File: config.mk
export PLATFORM = sky130hd
export DESIGN_NAME = dm_access_ctrl_flat
export DESIGN_NICKNAME = d
export VERILOG_FILES = /design/src/rtl/dm_access_ctrl_if.sv /design/src/rtl/dm_access_ctrl.sv /design/src/flat_wrapper.sv
export SDC_FILE = /design/constraint.sdc
export NUM_CORES = 1
export LEC_CHECK = 0
export CAP_MARGIN = 10
export CORE_MARGIN = 2
export CORE_UTILIZATION = 30
export DETAILED_ROUTE_END_ITERATION = 8
export PLACE_DENSITY = 0.71
export SKIP_LAST_GASP = 1
export SYNTH_ARGS = -nofsm -noshare
export SYNTH_HDL_FRONTEND = slang
export SYNTH_SLANG_ARGS = --single-unit
export TNS_END_PERCENT = 1
File: constraint.sdc
create_clock -name clk -period 2.1 [get_ports clk]
set_clock_uncertainty 0.15 [all_clocks]
set_input_delay 0.42 -clock clk [delete_from_list [all_inputs] [get_ports clk]]
set_output_delay 0.42 -clock clk [all_outputs]
set_load 0.05 [all_outputs]
File: src/rtl/dm_access_ctrl_if.sv
// CPU load/store request channel plus the word-wide data-memory port.
// The controller takes the slave view; the requester/memory side takes the master view.
interface dm_access_ctrl_if #(parameter int DM_AW = 10);
    logic              req_valid;
    logic              req_ready;
    logic              req_we;
    logic [1:0]        req_size;
    logic              req_unsigned;
    logic [31:0]       req_addr;
    logic [31:0]       req_wdata;
    logic [31:0]       rdata;
    logic              rdata_valid;
    logic              err;
    logic [DM_AW-1:0]  dm_addr;
    logic [31:0]       dm_din;
    logic              dm_wr;
    logic              dm_rd;
    logic [31:0]       dm_dout;

    modport master (
        output req_valid, req_we, req_size, req_unsigned, req_addr, req_wdata, dm_dout,
        input  req_ready, rdata, rdata_valid, err, dm_addr, dm_din, dm_wr, dm_rd
    );

    modport slave (
        input  req_valid, req_we, req_size, req_unsigned, req_addr, req_wdata, dm_dout,
        output req_ready, rdata, rdata_valid, err, dm_addr, dm_din, dm_wr, dm_rd
    );
endinterface

File: src/rtl/dm_access_ctrl.sv
// Load/store controller for a word-only data memory: sub-word stores go through
// read-modify-write, loads are lane-extracted and zero/sign-extended.
module dm_access_ctrl #(
    parameter int DM_AW = 10
) (
    input  logic             clk,
    input  logic             rst_n,
    dm_access_ctrl_if.slave  bus
);

    localparam logic [2:0] IDLE   = 3'd0;
    localparam logic [2:0] LD     = 3'd1;
    localparam logic [2:0] LD_FMT = 3'd2;
    localparam logic [2:0] ST_W   = 3'd3;
    localparam logic [2:0] RMW_RD = 3'd4;
    localparam logic [2:0] RMW_WR = 3'd5;

    logic [2:0]       state_reg, state_next;
    logic             we_reg;
    logic [1:0]       size_reg;
    logic             uns_reg;
    logic [DM_AW+1:0] addr_reg;
    logic [31:0]      wdata_reg;
    logic [31:0]      rdata_reg;
    logic             rdata_valid_reg;
    logic             err_reg;

    logic             transfer;
    logic             req_bad;
    logic [31:0]      ld_shift;
    logic [7:0]       ld_byte;
    logic [15:0]      ld_half;
    logic [31:0]      ld_fmt;
    logic [31:0]      rmw_merged;
    logic             unused_addr_hi;

    // High address bits alias onto the same memory word.
    assign unused_addr_hi = ^bus.req_addr[31:DM_AW+2];

    assign transfer = bus.req_valid && (state_reg == IDLE);
    assign req_bad  = (bus.req_size == 2'b11)
                   || ((bus.req_size == 2'b01) && bus.req_addr[0])
                   || ((bus.req_size == 2'b10) && (bus.req_addr[1:0] != 2'b00));

    always_comb begin
        state_next = state_reg;
        case (state_reg)
            IDLE: begin
                if (transfer && !req_bad) begin
                    if (!bus.req_we)
                        state_next = LD;
                    else if (bus.req_size == 2'b10)
                        state_next = ST_W;
                    else
                        state_next = RMW_RD;
                end
            end
            LD:      state_next = LD_FMT;
            LD_FMT:  state_next = IDLE;
            ST_W:    state_next = IDLE;
            RMW_RD:  state_next = RMW_WR;
            RMW_WR:  state_next = IDLE;
            default: state_next = IDLE;
        endcase
    end

    assign ld_shift = bus.dm_dout >> {addr_reg[1:0], 3'b000};
    assign ld_byte  = ld_shift[7:0];
    assign ld_half  = addr_reg[1] ? bus.dm_dout[31:16] : bus.dm_dout[15:0];

    always_comb begin
        case (size_reg)
            2'b00:   ld_fmt = {{24{~uns_reg & ld_byte[7]}}, ld_byte};
            2'b01:   ld_fmt = {{16{~uns_reg & ld_half[15]}}, ld_half};
            default: ld_fmt = bus.dm_dout;
        endcase
    end

    // Per-lane replace for the write half of a read-modify-write.
    genvar gi;
    generate
        for (gi = 0; gi < 4; gi++) begin : g_lane
            logic       lane_hit;
            logic [7:0] lane_new;
            assign lane_hit = (size_reg == 2'b00) ? (addr_reg[1:0] == 2'(gi))
                                                  : (addr_reg[1] == 1'(gi / 2));
            assign lane_new = (size_reg == 2'b00) ? wdata_reg[7:0]
                                                  : wdata_reg[8*(gi%2) +: 8];
            assign rmw_merged[8*gi +: 8] = lane_hit ? lane_new : bus.dm_dout[8*gi +: 8];
        end
    endgenerate

    always_ff @(posedge clk or negedge rst_n) begin
        if (!rst_n) begin
            state_reg       <= IDLE;
            we_reg          <= 1'b0;
            size_reg        <= 2'b00;
            uns_reg         <= 1'b0;
            addr_reg        <= '0;
            wdata_reg       <= '0;
            rdata_reg       <= '0;
            rdata_valid_reg <= 1'b0;
            err_reg         <= 1'b0;
        end else begin
            state_reg       <= state_next;
            rdata_valid_reg <= (state_reg == LD_FMT);
            err_reg         <= transfer && req_bad;
            if (transfer) begin
                we_reg    <= bus.req_we;
                size_reg  <= bus.req_size;
                uns_reg   <= bus.req_unsigned;
                addr_reg  <= bus.req_addr[DM_AW+1:0];
                wdata_reg <= bus.req_wdata;
            end
            if (state_reg == LD_FMT)
                rdata_reg <= ld_fmt;
        end
    end

    // we_reg is folded into the state path; kept so the capture set mirrors the request.
    logic unused_we;
    assign unused_we = we_reg;

    assign bus.req_ready   = (state_reg == IDLE);
    assign bus.dm_rd       = (state_reg == LD) || (state_reg == RMW_RD);
    assign bus.dm_wr       = (state_reg == ST_W) || (state_reg == RMW_WR);
    assign bus.dm_addr     = addr_reg[DM_AW+1:2];
    assign bus.dm_din      = (state_reg == RMW_WR) ? rmw_merged : wdata_reg;
    assign bus.rdata       = rdata_reg;
    assign bus.rdata_valid = rdata_valid_reg;
    assign bus.err         = err_reg;

endmodule

File: src/flat_wrapper.sv
// flat-port wrapper written by rule: the top's interface ports become plain ports
module dm_access_ctrl_flat 
#(
    parameter int DM_AW = 10
)
  (clk, rst_n, bus_req_valid, bus_req_we, bus_req_size, bus_req_unsigned, bus_req_addr, bus_req_wdata, bus_dm_dout, bus_req_ready, bus_rdata, bus_rdata_valid, bus_err, bus_dm_addr, bus_dm_din, bus_dm_wr, bus_dm_rd);
  dm_access_ctrl_if #(.DM_AW(DM_AW)) bus_i ();
  input  logic clk;
  input  logic rst_n;
  input wire logic [$bits(bus_i.req_valid)-1:0] bus_req_valid;
  input wire logic [$bits(bus_i.req_we)-1:0] bus_req_we;
  input wire logic [$bits(bus_i.req_size)-1:0] bus_req_size;
  input wire logic [$bits(bus_i.req_unsigned)-1:0] bus_req_unsigned;
  input wire logic [$bits(bus_i.req_addr)-1:0] bus_req_addr;
  input wire logic [$bits(bus_i.req_wdata)-1:0] bus_req_wdata;
  input wire logic [$bits(bus_i.dm_dout)-1:0] bus_dm_dout;
  output wire logic [$bits(bus_i.req_ready)-1:0] bus_req_ready;
  output wire logic [$bits(bus_i.rdata)-1:0] bus_rdata;
  output wire logic [$bits(bus_i.rdata_valid)-1:0] bus_rdata_valid;
  output wire logic [$bits(bus_i.err)-1:0] bus_err;
  output wire logic [$bits(bus_i.dm_addr)-1:0] bus_dm_addr;
  output wire logic [$bits(bus_i.dm_din)-1:0] bus_dm_din;
  output wire logic [$bits(bus_i.dm_wr)-1:0] bus_dm_wr;
  output wire logic [$bits(bus_i.dm_rd)-1:0] bus_dm_rd;
  assign bus_i.req_valid = bus_req_valid;
  assign bus_i.req_we = bus_req_we;
  assign bus_i.req_size = bus_req_size;
  assign bus_i.req_unsigned = bus_req_unsigned;
  assign bus_i.req_addr = bus_req_addr;
  assign bus_i.req_wdata = bus_req_wdata;
  assign bus_i.dm_dout = bus_dm_dout;
  assign bus_req_ready = bus_i.req_ready;
  assign bus_rdata = bus_i.rdata;
  assign bus_rdata_valid = bus_i.rdata_valid;
  assign bus_err = bus_i.err;
  assign bus_dm_addr = bus_i.dm_addr;
  assign bus_dm_din = bus_i.dm_din;
  assign bus_dm_wr = bus_i.dm_wr;
  assign bus_dm_rd = bus_i.dm_rd;
  dm_access_ctrl #(.DM_AW(DM_AW)) u_core (.clk(clk), .rst_n(rst_n), .bus(bus_i));
endmodule
Word-level counts from Yosys, hierarchy flattened:

Index checks and enable logic that the tools add are counted.

* bits in registers: 84
* bits in read-only memories: 0
* memories kept: 0
* RAM bits: 0
* output and inout bits: 79
* latch bits: 0

* multiply operators: 0
* shift-type cells: 1
* div/mod/pow operators: 0
* bitwise operators: 4
* equal/unequal tests: 13
* reduce and logical (&&, ||, !) cells: 14
* magnitude comparators: 0
* add/subtract/negate cells: 0
* mux-type cells: 16

Operator list (number)
* $pmux W32 S2: 1
* $mux W8: 5
* $mux W32: 1
* $shr A32 B5 Y8: 1
* $mux W16: 1
* $mux W3: 3
* $pmux W3 S3: 1
* $eq A2 B2 Y1 const B: 4
* $eq A2 B1 Y1 const B: 3
* $eq A3 B2 Y1 const B: 2
* $eq A3 B3 Y1 const B: 2
* $logic_and A1 B1 Y1: 5
* $logic_not A2 Y1: 2
* $logic_or A1 B1 Y1: 4
* $mux W1: 4
* $eq A3 B1 Y1 const B: 1
* $logic_not A3 Y1: 1
* $and A1 B1 Y1: 2
* $ne A2 B1 Y1 const B: 1
* $not A1 Y1: 2
* $reduce_bool A2 Y1: 1
* $logic_not A1 Y1: 1

Depth between registers and ports, before layout:

* depth in word-level cells: 8
* mapped depth: 7
* depth with buffers taken out: 4

Worst setup path after synthesis:

No wires, ideal clock.

* kind: register -> output
* start: register u_core.addr_reg[1]
* end: output port bus_dm_din[24]
* slack: -0.999 ns
* arrival: 2.529 ns
* stages on the path, launching flop included: 6
* path through: dfrtp_1 -> clkbuf_1 -> clkbuf_1 -> o31a_1 -> nor2_1 -> o31ai_1

* word-level cells in the longest chain between the ends: 4

RTL lines
* from (decl): line dm_access_ctrl.sv:22 `logic [DM_AW+1:0] addr_reg;`
* from (signal assigned): line dm_access_ctrl.sv:112 `addr_reg <= bus.req_addr[DM_AW+1:0];`
* $eq A2 B2 Y1: line dm_access_ctrl.sv:85 `assign lane_hit = (size_reg == 2'b00) ? (addr_reg[1:0] == 2'(gi))`
* $mux W1 *: line dm_access_ctrl.sv:85
* $mux W8 *: line dm_access_ctrl.sv:89 `assign rmw_merged[8*gi +: 8] = lane_hit ? lane_new : bus.dm_dout[8*gi +: 8];`
* $mux W32 *: line dm_access_ctrl.sv:128 `assign bus.dm_din = (state_reg == RMW_WR) ? rmw_merged : wdata_reg;`
* to (decl): line flat_wrapper.sv:22 `output wire logic [$bits(bus_i.dm_din)-1:0] bus_dm_din;`

Mark *: on every way between the ends. The rest lies on a longest branch, timed or not.

Final worst setup path:

* start: register u_core.size_reg[1]
* end: output port bus_dm_din[9]

* word-level cells in the longest chain between the ends: 4
* elaborated cells between the ends (all ways): 5
* classes of those cells: mux (4); reduce/logical (1)

RTL lines
* from (decl): line dm_access_ctrl.sv:20 `logic [1:0] size_reg;`
* from (signal assigned): line dm_access_ctrl.sv:110 `size_reg <= bus.req_size;`
* $logic_not A2 Y1 *: line dm_access_ctrl.sv:85, dm_access_ctrl.sv:87
* $mux W8 / $mux W1 (equally long branches): line dm_access_ctrl.sv:87, dm_access_ctrl.sv:85
* $mux W8 *: line dm_access_ctrl.sv:89
* $mux W32 *: line dm_access_ctrl.sv:128

Marked as above.

==> summary.txt <==
Setup path
  – R2R cell count: 4
  – Worst EP arrival: 2.02 ns
  – CP Max Fanout: 10
  – CP max stage cell: dfrtp_2
  – Kind of critical path: flip-flop to output port
  – RR Startpoint: u_core.size_reg[1]
  – Setup crit start kind: flip-flop
  – Crit path buf inv count: 3
  – Reg2reg end: u_core.bus.rdata[17]
  – Worst Path Required: 1.53 ns
  – CP cell instances: buf_4, nor3b_1, o2111ai_1, o211ai_1, buf_4, buf_12
  – CP most frequent cell: buf_4
  – CP max stage delay: 0.46 ns
  – Critical path endpoint category: output port
  – Dominant delay contributor by cell family on the critical path: buffers and inverters
  – R2R Setup Slk: -0.16 ns

Global routing
  – GRT Overall Usage: 20.1%
  – Vias in the first global route: 5,027
  – Gr ovfl total: 0
  – Pin count of the biggest net entering global routing: 44
  – Initial antenna violation count: 0
  – First-pass GRT wire length: 28,000 um

Timing
  – # setup viols final: 48
  – Slew @ Worst Pin: 0.628 ns
  – Final worst setup slack: -0.492 ns
  – Fin Setup TNS: -15.35 ns
  – Slew HR: 57.8%
  – Fmax: 386 MHz
  – Final Max Slew Viols: 0
  – Period utilization: 123%
  – RSZ-0062 raised after global routing: yes
  – Fin. Hold Viols: 0
  – Min Tclk post-route: 2.59 ns

Placed design
  – Dpl cells: 897
  – Gp weighted congestion: just over 0.9
  – Post-DP Area: between 7000 and 8000 um^2
  – I/O Buffers: about 160
  – DPL Wire Length: roughly 14,000 um

Routing
  – Final ANT Viol Nets: 0
  – DRC: 0
  – Wire per inst: about 20 um
  – Vias: 4,772
  – DR pass1 iterations: 6
  – Via-to-Cell Ratio: between 5 and 6
  – 1st-iter DRT viols: between 200 and 300
  – DRT Wirelength: 17,900 um

Job
  – Max_cap viols: 0

CTS
  – CTS Buffer Depth: 2
  – CTS Buf Count: 9
  – CTS tree: yes
  – Clk pin slew, worst setup/hold paths: 0.06 ns
  – Clock H-tree levels: 3
  – Clock Tree Root: clkbuf_16
  – Clock Sinks: between 80 and 90
  – Clock Latency Late Sink: 0.35 ns

Final layout
  – Most frequent cells in the layout: buf_4, clkdlybuf4s50_1, dfrtp_1, mux2_2, nand2_1
  – P&R area growth vs syn: 56.9%
  – Post-layout util: 48.1%
  – Layout cells sized above 1: a little under two fifths
  – Final instance area: 7970 um^2
  – N_diodes: 0
  – Final Non-Filler Cells: 916
  – Nets: slightly below 800
  – Commonest non-fill, non-tap cell in the layout: buf_4

Logic synthesis
  – Mapped cell area: 5080 um^2
  – Post-synth ARST share: between 90% and 100%
  – Post-synthesis sequential area ratio: approximately two fifths
  – Post-synth EDFFs: 0
  – Prevailing post-synth register cell: dfrtp_1
  – Seq cells post-synth: 84
  – Distinct cells, synth: 52
  – Synth Net Count: approximately 590
  – Warnings, synthesis: 0
  – Syn avg cell area: a little over 10 um^2
  – Synth Instances: roughly 490

Die
  – Rows: between 40 and 50
  – Initial Util: 30.6%
  – Die footprint: 18,000 um^2
  – Core area: roughly 17,000 um^2
  – Die Wd: 134 um
  – I/O pin count: roughly 180
  – Die H: 134 um

Worst hold path
  – Hold endpoint: u_core.addr_reg[8]
  – Hold path depth: 1
  – HP Class: flip-flop to flip-flop
  – Hold path startpoint: u_core.addr_reg[8]

Pwr
  – PD cells: 1870 nW/um^2
  – Worst VDD drop: around 1.3 mV
  – P_leak: 0.00331 uW
  – Total power: between 10,000 and 15,000 uW

Status
  – Failing checks: negative setup slack
  – Run status: finished, violations left
==> synth_stat cells, drive strengths merged (9+ instances only) <==
library cell / count / share of area [%]
and2: 26 / 3.2
buf: 28 / 3.8
clkbuf: 28 / 2.1
dfrtp: 84 / 41
mux2: 57 / 13
mux2i: 31 / 6.1
nand2: 41 / 3.0
nand2b: 10 / 1.2
nand3: 10 / 0.99
nor2: 15 / 1.1
nor3: 10 / 0.99
nor3b: 11 / 1.7
o211ai: 39 / 6.7
o21ai: 13 / 1.3
o31ai: 9 / 1.3
==> routing by layer <==
layer	wire length [um]	part of all wire (%)	vias up	track usage, %
li1	-	-	2202	-
met1	7540	42	2343	25.7
met2	8650	48	188	33.7
met3	1200	6.7	39	4.46
met4	501	2.8	0	7.02
met5	0	0	-	0
==> cell type report <==
class / count / area (um^2)
fill: 1521 / 8610
multi-input combinational: 349 / 2820
timing repair buffer: 245 / 2440
sequential: 84 / 2100
tap: 220 / 275
clock buffer: 13 / 260
clock inverter: 3 / 68.8
inverter: 2 / 7.51
==> where the power goes <==
group,internal [uW],switching (uW),leakage (uW)
Clock,1110,674,0.000160
Sequential,2430,621,0.00100
Combinational,4170,5870,0.00214
==> logic make-up (layout without fill, tap and decap cells) <==
logic type | Yosys count | count (layout) | synth area share [%]
AOI/OAI and AO/OA | 108 | 108 | 16.9
xor gates and xnor gates | 2 | 2 | 0.345
buffers and inverters | 58 | 263 | 6.03
DFF | 84 | 84 | 41.4
muxes | 88 | 88 | 18.7
and+or+nand+nor | 151 | 151 | 16.6
==> through the flow <==
stage / worst slack (ns) / hold WS (ns)
floorplan: -0.537 / -0.0256
global placement: -0.233 / 0.211
detailed placement: -0.289 / 0.219
CTS: -0.466 / 0.360
global route: -0.539 / 0.372
finish: -0.492 / 0.354
==> worst max path at each step <==
stage                       start        endpoint  cells after the start
2_1_floorplan  u_core.size_reg[0]  bus_dm_din[10]                      6
3_3_place_gp   u_core.size_reg[1]  bus_dm_din[12]                      5
3_5_place_dp   u_core.size_reg[1]   bus_dm_din[9]                      5
4_1_cts        u_core.size_reg[1]   bus_dm_din[9]                      5
5_1_grt        u_core.size_reg[1]   bus_dm_din[1]                      7
6_report       u_core.size_reg[1]   bus_dm_din[9]                      6
==> timing repair <==
| action | CTS | global route |
|---|---|---|
| buffers inserted | 2 | 0 |
| hold endpoints to repair | 25 | 0 |
| pin swaps | 3 | 3 |
| setup endpoints to repair | 51 | 53 |
| hold buffers | 1 | 0 |
| resized for setup | 12 | 5 |
(Power assumes the default switching activity.)
==> RTL change (same flow settings) <==
Make the reset (`rst_n`) synchronous in one clocked block.
--- a/src/rtl/dm_access_ctrl.sv
+++ b/src/rtl/dm_access_ctrl.sv
@@ -90,7 +90,7 @@
         end
     endgenerate
 
-    always_ff @(posedge clk or negedge rst_n) begin
+    always_ff @(posedge clk) begin
         if (!rst_n) begin
             state_reg       <= IDLE;
             we_reg          <= 1'b0;
Behaviour: differs if rst_n is asserted again (counterexample within 4 cycles, from zero or initial values and one cycle with rst_n low); with rst_n held inactive, the same outputs for 10 cycles.
==> RTL change against the original RTL <==
  * The flow still finishes with violations (setup timing)
  * Cell area down 9.1%
  * Register-to-register slack gained 110 ps
  * Synthesized area is 13% lower
  * Sequential share of layout area shrank 3.1 points
  * Wire length down 15%
  * Cell count shrank 0.87%
  * Global-route usage down 0.90 points
  * Setup slack improved by 79 ps
  * Synthesized cell count increased by 11%
  * Sequential cell count unchanged
Power is not compared: it rests on default switching activity, and its combinational part moved more than twofold at a synthesized area within 25%.
==> RTL change: results (changes against the original RTL) <==
status - complete, but fails checks
failing checks - setup timing
max_slew headroom - 0.561 (-0.0169)
final setup margin - -413 ps (+79.4 ps)
vias in the first global route - 4529 (-9.9%)
first-pass GRT wire length - 23800 um (-15%)
dpl hpwl - 12000 um (-15%)
pre-CTS setup slack - -200 ps (+89.2 ps)
Layout Nets - 822 (+3.5%)
GR Util met1 - 0.241 (-0.0161)
RD Place Congestion - 0.867 (-6.6%)
drt pass-1 iters - 5 (-1)
Critical Path AT - 1940 ps (-80 ps)
Synth area leaders - dfxtp_1 (38%), nand2_1 (12%), a21boi_0 (8.0%), mux2i_1 (7.5%), o21ai_0 (6.0%)
global routing met2 resource utilization - 0.323 (-0.0140)
most common flop cell mapped by yosys - dfxtp_1
H-tree levels - 3 (unchanged)
clk_lat worst skew - 340 ps
Vias/cell - 4.93 (-5.4%)
final setup vio count - 48 (unchanged)
initial drt markers - 291 (-0.68%)
Leakage - 2.86 nW
Async SR Flop Fraction - 0 (-1.00)
synth cell count leaders - nand2_1 (141), dfxtp_1 (84), o21ai_0 (53), a21boi_0 (47), mux2i_1 (33)
Syn Nets - 649 (+9.3%)
HP Class - primary input to flop
Seq/Total Area, Yosys - 0.380 (-0.0342)
setup TNS - -11790 ps (+3560 ps)
maximum vdd drop - 351 uV
Unique masters post-synth - 45 (-13%)
largest net degree at the start of global routing - 51 (+16%)
DR WL/cell - 16.8 um (-14%)
fraction of layout cells with a size suffix above 1 - 0.261 (-0.118)
GR Layer Usage met3 - 0.0454 (+0.000762)
==> RTL change: cell count changes after synthesis, moves of 29 or more <==
cell      change
nand2_1     +100
dfrtp_1      -84
dfxtp_1      +84
mux2_2       -49
o21ai_0      +41
a21boi_0     +40
o211ai_1     -29
==> RTL change: per-layer routing <==
metal,part of all wire,up-vias
li1,-,2223
met1,0.44,2097
met2,0.48,135
met3,0.051,21
met4,0.024,0
met5,0,-
==> RTL change: what timing repair did <==
action | CTS | global route
endpoints found under the setup margin | 48 | 57
resized for setup | 15 | 1
setup buffers | 0 | 0
==> RTL change: cell type report <==
type,instances,area [um^2]
multi-input combinational,405,2740
clock buffer,13,270
timing repair buffer,215,2280
fill,1334,7230
inverter,4,15.0
sequential,84,1690
clock inverter,3,20.0
tap,184,230
==> RTL change: kinds of logic (layout without fill, tap and decap cells) <==
group           after synthesis  in the layout  synth area share
compound gates              132            132             0.202
xor+xnor                      2              2           0.00395
buf+inv                      57            235            0.0678
flops                        84             84             0.380
mux                          49             49             0.122
simple gates                222            222             0.225
==> RTL change: where the power goes <==
part / internal [W] / leakage (nW) / switching [W]
combinational: 0.000715 / 2.03 / 0.000886
sequential: 0.00170 / 0.688 / 0.0000721
clock: 0.000897 / 0.138 / 0.000642
==> RTL change: path summary, 6_finish.rpt <==
check	startpoint	slack [ps]	depth (start not counted)	endpoint
max	u_core.size_reg[1]	-410	4	bus_dm_din[7]
min	rst_n	280	2	u_core.bus.rdata[15]
max reg2reg	u_core.size_reg[1]	-50	5	u_core.bus.rdata[31]
min reg2reg	u_core.bus.rdata[4]	300	2	u_core.bus.rdata[4]
==> RTL change: worst max-delay path: stages (launching register included) <==
cell,delay [ps]
dfxtp_2,340
or3b_4,420
a21o_2,320
mux2_4,370
buf_12,160
==> RTL change: metrics by stage <==
step           cells  power, W  utilization  cell area [um^2]  hold slack, ps
3_5_place_dp     894   0.00339        0.476              6900             291
3_3_place_gp     894   0.00338        0.476              6900             294
6_report         908   0.00491        0.501              7250             278
4_1_cts          908   0.00497        0.500              7240             270
5_1_grt          908   0.00513        0.501              7250             286
2_1_floorplan    546   0.00269            -              4650             294
